<file path="src/rtl/spwm_param_ctrl.sv">
// SPWM parameter controller: filters HPS configuration writes through a
// stability window, validates them, and ramps the modulating increment
// toward the accepted target one carrier period at a time.
module spwm_param_ctrl #(
  parameter int          STABLE_CYC = 16,
  parameter logic [31:0] RAMP_STEP  = 32'h0001_0000
) (
  input  logic        clk_clk,
  input  logic        reset,
  input  logic        enable_in,
  input  logic [31:0] freq_tri_in,
  input  logic [31:0] freq_sin_in,
  input  logic        tri_wrap,
  input  logic        err_clr,
  output logic        gen_enable,
  output logic [31:0] tri_inc,
  output logic [31:0] sin_inc,
  output logic        busy,
  output logic        cfg_err
);

  localparam logic [7:0] CNT_MAX = 8'(STABLE_CYC - 1);
  localparam logic [7:0] CNT_PRE = 8'(STABLE_CYC - 2);

  typedef enum logic [1:0] {OFF, RAMP, RUN, STOPPING} state_t;

  state_t      state, state_nxt;
  logic        gen_nxt;
  logic [31:0] tri_nxt, sin_nxt;

  logic        snap_en;
  logic [31:0] snap_tri, snap_sin;
  logic [7:0]  stab_cnt;
  logic        same, accept, cfg_valid;

  logic        en_tgt;
  logic [31:0] tri_tgt, sin_tgt;

  logic [32:0] diff_up, diff_dn, step33;
  logic [31:0] sin_toward, sin_down;

  assign same      = (enable_in == snap_en) && (freq_tri_in == snap_tri) &&
                     (freq_sin_in == snap_sin);
  // Single pulse on the cycle the counter climbs into its saturated value.
  assign accept    = same && (stab_cnt == CNT_PRE);
  assign cfg_valid = (snap_tri != 32'd0) && (snap_sin < snap_tri);

  // Snapshot follows the inputs every cycle, reset included, so held inputs
  // re-qualify right after reset without an extra mismatch cycle.
  always_ff @(posedge clk_clk) begin
    snap_en  <= enable_in;
    snap_tri <= freq_tri_in;
    snap_sin <= freq_sin_in;
  end

  // Stability counter: cleared on any change, saturates at STABLE_CYC-1.
  always_ff @(posedge clk_clk) begin
    if (reset)                     stab_cnt <= '0;
    else if (!same)                stab_cnt <= '0;
    else if (stab_cnt != CNT_MAX)  stab_cnt <= stab_cnt + 8'd1;
  end

  // Targets load on accept; an invalid config keeps old increments but
  // still updates the enable request. A new error wins over err_clr.
  always_ff @(posedge clk_clk) begin
    if (reset) begin
      en_tgt  <= 1'b0;
      tri_tgt <= '0;
      sin_tgt <= '0;
      cfg_err <= 1'b0;
    end else begin
      if (accept) begin
        en_tgt <= snap_en;
        if (cfg_valid) begin
          tri_tgt <= snap_tri;
          sin_tgt <= snap_sin;
        end
      end
      if (accept && !cfg_valid) cfg_err <= 1'b1;
      else if (err_clr)         cfg_err <= 1'b0;
    end
  end

  // Step arithmetic in 33 bits so neither direction can wrap.
  always_comb begin
    step33  = {1'b0, RAMP_STEP};
    diff_up = {1'b0, sin_tgt} - {1'b0, sin_inc};
    diff_dn = {1'b0, sin_inc} - {1'b0, sin_tgt};
    if (sin_tgt >= sin_inc)
      sin_toward = (diff_up <= step33) ? sin_tgt : sin_inc + RAMP_STEP;
    else
      sin_toward = (diff_dn <= step33) ? sin_tgt : sin_inc - RAMP_STEP;
    sin_down = (sin_inc <= RAMP_STEP) ? 32'd0 : sin_inc - RAMP_STEP;
  end

  // Next state and applied increments; increments only move on tri_wrap
  // except when entering or leaving OFF.
  always_comb begin
    state_nxt = state;
    gen_nxt   = gen_enable;
    tri_nxt   = tri_inc;
    sin_nxt   = sin_inc;
    unique case (state)
      OFF: begin
        if (en_tgt && tri_tgt != 32'd0) begin
          state_nxt = RAMP;
          gen_nxt   = 1'b1;
          tri_nxt   = tri_tgt;
          sin_nxt   = '0;
        end
      end
      RAMP: begin
        if (!en_tgt) state_nxt = STOPPING;
        else begin
          if (tri_wrap) begin
            tri_nxt = tri_tgt;
            sin_nxt = sin_toward;
          end
          if (sin_inc == sin_tgt && tri_inc == tri_tgt) state_nxt = RUN;
        end
      end
      RUN: begin
        if (!en_tgt) state_nxt = STOPPING;
        else if (sin_inc != sin_tgt || tri_inc != tri_tgt) state_nxt = RAMP;
      end
      STOPPING: begin
        if (en_tgt) state_nxt = RAMP;
        else if (tri_wrap) begin
          if (sin_inc == 32'd0) begin
            state_nxt = OFF;
            gen_nxt   = 1'b0;
            tri_nxt   = '0;
          end else begin
            sin_nxt = sin_down;
          end
        end
      end
      default: state_nxt = OFF;
    endcase
  end

  // State and output registers; busy is registered alongside the state.
  always_ff @(posedge clk_clk) begin
    if (reset) begin
      state      <= OFF;
      gen_enable <= 1'b0;
      tri_inc    <= '0;
      sin_inc    <= '0;
      busy       <= 1'b0;
    end else begin
      state      <= state_nxt;
      gen_enable <= gen_nxt;
      tri_inc    <= tri_nxt;
      sin_inc    <= sin_nxt;
      busy       <= (state_nxt == RAMP) || (state_nxt == STOPPING);
    end
  end

endmodule

</file>
<file path="config.mk">
export PLATFORM = sky130hd
export DESIGN_NAME = spwm_param_ctrl
export DESIGN_NICKNAME = d
export VERILOG_FILES = /design/src/rtl/spwm_param_ctrl.sv
export SDC_FILE = /design/constraint.sdc
export NUM_CORES = 1
export LEC_CHECK = 0
export CORE_MARGIN = 8
export CORE_UTILIZATION = 57
export CTS_CLUSTER_SIZE = 16
export DETAILED_ROUTE_END_ITERATION = 8
export GPL_ROUTABILITY_DRIVEN = 0
export PLACE_DENSITY = 0.8
export SYNTH_ARGS = -nofsm -noshare
export SYNTH_HDL_FRONTEND = slang
export SYNTH_SLANG_ARGS = --single-unit
export TNS_END_PERCENT = 100
</file>
<file path="constraint.sdc">
create_clock -name clk_clk -period 5.1 [get_ports clk_clk]
set_input_delay 0.765 -clock clk_clk [delete_from_list [all_inputs] [get_ports clk_clk]]
set_output_delay 0.765 -clock clk_clk [all_outputs]
set_load 0.01 [all_outputs]
</file>
* Yosys cells after proc, flatten, opt, wreduce, memory -nomap -nowiden
Index checks and enable logic that the tools add are counted.
** Storage, ports and cells
- Register bits :: 207
- Word-level logic and storage cells :: 101
** Cells by class
- $add $sub $neg :: 5
- $lt $le $gt $ge :: 5
- Equality and inequality tests :: 21
- Multiplexer cells :: 34
- Bitwise logic cells :: 1
- Reduce and logical (&&, ||, !) cells :: 22
** Operator list (number)
- 2-to-1 mux 32 bit :: 16
- one-hot mux 32 bit (3 select lines) :: 2
- == test 32 bit :: 4
- less-or-equal comparator 33 x 17 -> 1 bit, second input constant :: 2
- subtractor 32 x 32 -> 33 bit :: 2
- inequality test 32 bit :: 2
- nonzero test 32 bit :: 2
- adder 32 x 17 -> 32 bit, second input constant :: 1
- >= comparator 32 bit :: 1
- less-or-equal comparator 32 x 17 -> 1 bit, second input constant :: 1
- logical NOT 32 bit :: 1
- < comparator 32 bit :: 1
- subtractor 32 x 17 -> 32 bit, second input constant :: 1
- 2-to-1 mux 2 bit :: 8
- inequality test 2 bit, second input constant :: 7
- AND reduction 7 bit :: 2
- adder 8 x 1 -> 8 bit, second input constant :: 1
- == test 8 x 4 -> 1 bit, second input constant :: 1
- inequality test 8 x 4 -> 1 bit, second input constant :: 1
- one-hot mux 2 bit (4 select lines) :: 1
- logical AND 1 bit :: 7
- == test 2 bit, second input constant :: 3
- 2-to-1 mux 1 bit :: 6
- AND reduction 5 bit :: 1
- 11 further kinds :: 14

* Longest topological paths before layout
Gate-level depths: netlist (run 1).
- Word-level depth :: 7
- Gate-level depth with buffers :: 18
- Mapped depth without buffers :: 14

* Least setup slack after synthesis (run 1)
OpenSTA, ideal clock, no wires.
- Kind :: register -> register
- Start point :: register sin_inc[10]
- End point :: register sin_inc[16]
- Data arrival time :: 3.913 ns
- Data required time :: 4.966 ns
- Setup slack :: 1.053 ns
- Cell stages (with the launch flop) :: 18
- Buffers on the path :: 3
- Period minus slack after synthesis :: 4.047 ns
- Cells stage by stage :: dfxtp_1 -> inv_1 -> ha_1 -> buf_2 -> a21oi_2 -> nand2_1 -> a21o_1 -> or4b_2 -> a31oi_1 -> xnor2_1 -> nand4_1 -> a2111o_1 -> or4_4 -> and2_4 -> buf_6 -> clkbuf_1 -> a21boi_0 -> o221ai_1
** On the way
- Cells in the longest elaborated chain, start to end :: 7
- Elaborated cells between the ends (all ways) :: 21
** Ends and longest elaborated chain
- start: declaration :: line 17 : output logic [31:0] sin_inc,
- start signal: assignment :: line 154 : sin_inc <= sin_nxt;
- subtractor 32 x 32 -> 33 bit (on tied branches) :: line 88, 87
- less-or-equal comparator 33 x 17 -> 1 bit (on tied branches) :: line 92, 90
- 2-to-1 mux 32 bit (on tied branches) :: line 92, 90
- 2-to-1 mux 32 bit :: line 89 : if (sin_tgt >= sin_inc)
- 2-to-1 mux 32 bit :: line 115 : if (tri_wrap) begin
- 2-to-1 mux 32 bit :: line 113 : if (!en_tgt) state_nxt = STOPPING;
- one-hot mux 32 bit (3 select lines) :: line 103 : unique case (state)
Several ways; a longest one is shown, not always the timed one. The select of a mux whose other input is x is not followed.
A chain may end at the register's enable or synchronous reset.

* Worst setup path in the final report (run 1)
- Start point :: register sin_inc[5]
- End point :: register sin_inc[8]
Same word-level chain as after synthesis.

==> results of run 1 <==
worst min-delay path by stage:
| stage | depth (start not counted) | to |
|---|---|---|
| after floorplan | 2 | cfg_err |
| after global placement | 2 | cfg_err |
| after detailed placement | 2 | cfg_err |
| after CTS | 2 | cfg_err |
| after global routing | 2 | cfg_err |
| final | 2 | cfg_err |
layer usage:
layer,track usage,vias to the layer above,share of wire
met3,0.0498,156,0.084
li1,-,6064,-
met2,0.492,701,0.47
met1,0.367,6162,0.40
met5,0,-,0.00053
met4,0.144,4,0.049
Yosys cell counts, drive strengths merged, types with 6 or more instances:
library cell	instances
a211o	6
buf	33
or3	11
a31oi	17
a2111oi	7
nor3	23
o21a	23
nor4	48
mux2i	71
inv	111
nor2	185
o221ai	19
a211oi	7
o22ai	13
and2	10
nand2	78
o211ai	14
o21ai	84
clkbuf	44
a21boi	9
a22oi	41
xor2	78
xnor2	69
nand4	44
nand3b	6
nor2b	8
a21o	27
a22o	16
a21oi	102
o32ai	6
ha	100
nand2b	14
o21bai	7
and3	10
nand3	28
dfxtp	206
critical path, stage by stage (launching register included):
cell      delay, ps
dfxtp_1         400
inv_1            70
ha_1            470
a21oi_1         380
o21a_1          220
nor2_1           70
or4b_2          720
a31oi_1         250
xnor2_1         160
nand4_1         120
a2111o_1        330
or4_4           470
and2_4          260
nor3_4          580
a22o_2          240
per-stage QoR:
stage	hold WS, ps	power (W)
after detailed placement	471	0.00194
after CTS	504	0.00346
final	503	0.00345
after floorplan	479	0.00182
after global routing	541	0.00355
after global placement	455	0.00194
report_power, final:
group | total (W) | leakage, nW | internal, W | switching, W
sequential | 0.00168 | 1.68 | 0.00164 | 0.0000429
combinational | 0.000235 | 4.48 | 0.000115 | 0.000120
clock | 0.00154 | 0.325 | 0.000902 | 0.000634
total | 0.00345 | 6.49 | 0.00265 | 0.000797
flip-flops by register name, summed over array words and instances (netlist names), 8 cells and up:
register	cells
tri_inc	32
tri_tgt	32
snap_sin	32
snap_tri	32
stab_cnt	8
sin_inc	32
sin_tgt	32
area by class of cell:
type                       instances  share of cell area
clock inverter                     4             0.00510
timing repair buffer             154              0.0951
inverter                         112              0.0268
tap                              319              0.0254
clock buffer                      29              0.0373
sequential                       206               0.263
multi-input combinational       1233               0.547
kinds of logic after synthesis:
family          Yosys count  synth area share
compound gates          430             0.215
xor+xnor                147            0.0956
fa+ha+maj               100            0.0929
buf+inv                 189            0.0577
flops                   206             0.306
mux                      72            0.0536
simple gates            484             0.178
==> flow_summary.toml, run 1 <==
[setup_path]
crit_path_end = "sin_inc[8]"
crit_fanout = 16
start_kind = "flip-flop"
critPathKind = "flip-flop to flip-flop"
reg2reg_depth = 14
startpoint = "sin_inc[5]"
r2r-end = "sin_inc[8]"
worstPathRequired_ps = 5550
cp-end-kind = "flip-flop"
r2r_start = "sin_inc[5]"
cp.arrival_ps = 5250
rrSetupSlack_ps = 300

[timing]
grt_setup_unrepaired = "false"
fmax_ghz = 0.208
worstMarginPinSlew_ps = 1040
fin_skew_ps = 11.8
tns_ps = 0
final_hold_viol_count = 0
fin_ws_ps = 302
report.final.slew_viol_count = 0
relSlewSlack = 0.301
period_share = 0.941
setup_violations = 0
layout_min_cycle_time_ps = 4800

[drt]
first_pass_iters = 6
drt_iter0_markers = 1663
antenna_left = 0
routed_via_density = 6.36
drc = 0
vias = 13100
routed_wirelength_um = 43500
wl_per_cell_um = 21.2

[placed_design]
placed_area_sq_mm = 0.0150
dp_slack_ps = 433
dp.cells = 2024
io_buffers = 135
dp_hpwl_um = 33000

[grt]
grt_pass1_vias = 12900
grt_pass1_wl_um = 69200
grt_usage = 0.296
grt_max_degree = 90
grt-ovfl-total = 0
antenna_found_initial = 2

[cells_and_area]
n_antenna_cell = 0
fin_cells = 2057
area_growth_pct = 16.6
final_area_sq_mm = 0.0157
layout.nets = 1897
drive_gt1_frac = 0.0472
most-common-layout-cells = "206 x dfxtp_1, 184 x nor2_1, 134 x clkdlybuf4s50_1"
final_common_cell = "dfxtp_1"
num-fill-cells = 1874
seqCellArea_sq_mm = 0.00412
post-route-util = 0.672
multi_input_area_sq_mm = 0.00859

[die]
die-area_sq_mm = 0.0288
fp-row-count = 56
die_w_um = 170
floorplan.io_pins = 136
core_area_sq_mm = 0.0233
die_h_um = 170
initial_core_util = 0.577

[min_path]
holdCritPathClass = "flip-flop to flip-flop"
hold_start = "cfg_err"

[clock_tree]
cts-root-buf = "clkbuf_16"
tritoncts = "built"
cts_buffers = 21
clkLatencyLatePin_ps = 510
cts.repair.resized = 0
hold_buffers = 0
post-cts-setup-buffer-count = 0
cts.sinks = 206
clk_pin_slew_worst_paths_ps = 60
clockBufferDepth = 3
htreeDepth = 1

[synthesis]
synthCells = 1628
synth_ff_type = "dfxtp_1"
yosysSeqAreaShare = 0.306
synthArstFlopShare = 0
synth_area_leaders = "dfxtp_1 31%, ha_1 9.3%, mux2i_1 5.3%, nor2_1 5.1%, xor2_1 5.1%"
yosysTopAreaCellShare = 0.306
syn-mean-instance-area_sq_um = 8.27
synth_edf_count = 0
yosysTopAreaCell = "dfxtp_1"
syn_nets = 1797
synth_area_sq_mm = 0.0135
ys_seq_elements = 206
synth_cell_types = 84
ys_warn_count = 0

[power_and_ir_drop]
ir_drop_uv = 284
power_density_mw_per_mm2 = 220
power.leakage_nw = 6.49

[job]
max_cap_viol_count = 0

[run_status]
status = "finished, final reports clean"
No activity file was read; power rests on OpenSTA's default activity.
==> inputs of run 2 (changes only) <==
- CAP_MARGIN: unset -> 15
- CELL_PAD_IN_SITES_DETAIL_PLACEMENT: unset -> 0
- CELL_PAD_IN_SITES_GLOBAL_PLACEMENT: unset -> 1
- CORE_UTILIZATION: 57 -> 44
- PLACE_DENSITY: 0.8 -> unset
- PLACE_DENSITY_LB_ADDON: unset -> 0.1
==> run 2 against run 1 <==
  * Global-route usage shrank 5.2 points
  * Clock skew is essentially flat
  * Cell area grew 1.6%
  * Sequential share of layout area shrank 0.40 points
  * Via count shrank 3.8%
  * Sequential cell count is the same
  * Worst hold slack lost 23 ps
  * Utilization shrank 15 points
  * First-iteration DRC count shrank 36%
  * Total power grew 1.7%
  * Register-to-register slack gained 80 ps
  * Final cell count grew 4.6%
  * Critical endpoint unchanged
  * Largest cell class unchanged
  * Highest routed layer unchanged
==> flow_summary.toml, run 2 (synthesized netlist as in run 1, its figures left out) <==
[run_status]
status = "finished, final reports clean"

[timing]
fmax_ghz = 0.212
layout_min_cycle_time_ps = 4720
report.final.slew_viol_count = 0
period_share = 0.926
fin_skew_ps = 11.8
grt_setup_unrepaired = "false"
worstMarginPinSlew_ps = 1000
relSlewSlack = 0.328
setup_violations = 0
hold_slack_ps = 479
final_hold_viol_count = 0
tns_ps = 0

[drt]
drc = 0
first_pass_iters = 7
routed_via_density = 5.85
drt_iter0_markers = 1069
routed_wirelength_um = 46000
vias = 12600
antenna_left = 0
wl_per_cell_um = 21.4

[power_and_ir_drop]
clkPwrFrac = 0.455
power.internal_w = 0.00268
power_density_mw_per_mm2 = 220
switching_power_w = 0.000826
p_sw_frac = 0.235
seqPwrFrac = 0.479
ir_drop_uv = 251
power.leakage_nw = 6.56
share_comb_of_total_power = 0.066

[placed_design]
dp_hpwl_um = 36500
io_buffers = 135

[grt]
antenna_found_initial = 5
grt_pass1_vias = 12400
grt_pass1_wl_um = 70700
grt_usage = 0.244
grt_max_degree = 70
grt-ovfl-total = 0

[clock_tree]
cts.sinks = 206
cts.repair.resized = 0
clk_pin_slew_worst_paths_ps = 70
hold_buffers = 0
cts_buffers = 22
cts-root-buf = "clkbuf_16"
tritoncts = "built"
clockBufferDepth = 3
clkLatencyLatePin_ps = 510
post-cts-setup-buffer-count = 0
htreeDepth = 1

[die]
die_w_um = 191
die-area_sq_mm = 0.0364
initial_core_util = 0.444
floorplan.io_pins = 136
die_h_um = 191
fp-row-count = 64
core_area_sq_mm = 0.0303

[cells_and_area]
final_common_cell = "dfxtp_1"
layout.nets = 1907
area_growth_pct = 18.4
num-fill-cells = 2870
post-route-util = 0.525
most-common-layout-cells = "206 x dfxtp_1, 184 x nor2_1, 134 x clkdlybuf4s50_1"
seqCellArea_sq_mm = 0.00412
drive_gt1_frac = 0.0548
multi_input_area_sq_mm = 0.00859

[setup_path]
start_kind = "flip-flop"
r2r_start = "sin_inc[26]"
critPathKind = "flip-flop to flip-flop"
cp-end-kind = "flip-flop"
crit_slowest_cell = "dfxtp_1"
max_stage_delay_ps = 610
cp.arrival_ps = 5120
worst_path_most_repeated_cell = "nor2_1"
startpoint = "sin_inc[26]"
worstPathRequired_ps = 5490
path_cells = "inv_1 -> ha_1 -> nand2_1 -> o21ai_0 -> o31ai_1 -> nor2_1 -> o211ai_1 -> a2111oi_2 -> nand4_1 -> a2111o_1 -> or4_4 -> a31oi_1 -> nor2_1 -> buf_4 -> a22o_2"
crit_fanout = 16

[min_path]
hold_start = "cfg_err"
holdCritPathClass = "flip-flop to flip-flop"

[job]
max_cap_viol_count = 0
run 2: cell types whose count changed in the layout (fill, tap and decap cells not counted), moves of 2 or more:
cell,change
buf_12,+2
buf_4,+7
diode_2,+3
clkinv_2,+4
run 2: worst paths after layout:
path / endpoint / slack [ps] / cells after the start
min reg2reg: cfg_err / 480 / 2
min: cfg_err / 480 / 2
max reg2reg: sin_inc[8] / 380 / 15
max: sin_inc[8] / 380 / 15
run 2: per-stage QoR:
| stage | setup slack (ps) | cells | total power, W | area [sq um] |
|---|---|---|---|---|
| finish | 379 | 2152 | 0.00351 | 15900 |
| global route | 21.8 | 2149 | 0.00362 | 15900 |
| CTS | 439 | 2149 | 0.00354 | 15900 |
| detailed placement | 447 | 2110 | 0.00195 | 15200 |
| global placement | 455 | 2110 | 0.00195 | 15200 |
| floorplan | 1050 | 1628 | 0.00182 | 13500 |
run 2: critical path, delay by kind of cell (launching register included):
| family | cells | cell delay, ps |
|---|---|---|
| flops | 1 | 610 |
| buf+inv | 2 | 410 |
| fa+ha+maj | 1 | 610 |
| compound gates | 7 | 1870 |
| simple gates | 5 | 1110 |
run 2: per-layer routing:
layer,GRT usage,wire length [um],up-vias
li1,-,-,6104
met1,0.311,20100,5963
met2,0.404,21300,417
met3,0.0372,2530,99
met4,0.104,2030,4
met5,0,17,-
run 2: power by group through the flow:
stage	registers, W	clock network (W)	logic [W]
final	0.00168	0.00160	0.000232
after global routing	0.00168	0.00168	0.000253
after CTS	0.00168	0.00163	0.000235
after detailed placement	0.00172	0	0.000233
after global placement	0.00172	0	0.000231
after floorplan	0.00170	0	0.000118
run 2: area by class of cell:
type                            instances  share of cell area
Timing Repair Buffer                  163              0.0994
Antenna cell                            3            0.000471
Tap cell                              396              0.0311
Clock inverter                          9             0.00707
Sequential cell                       206               0.259
Multi-Input combinational cell       1233               0.539
Inverter                              112              0.0264
Clock buffer                           30              0.0377
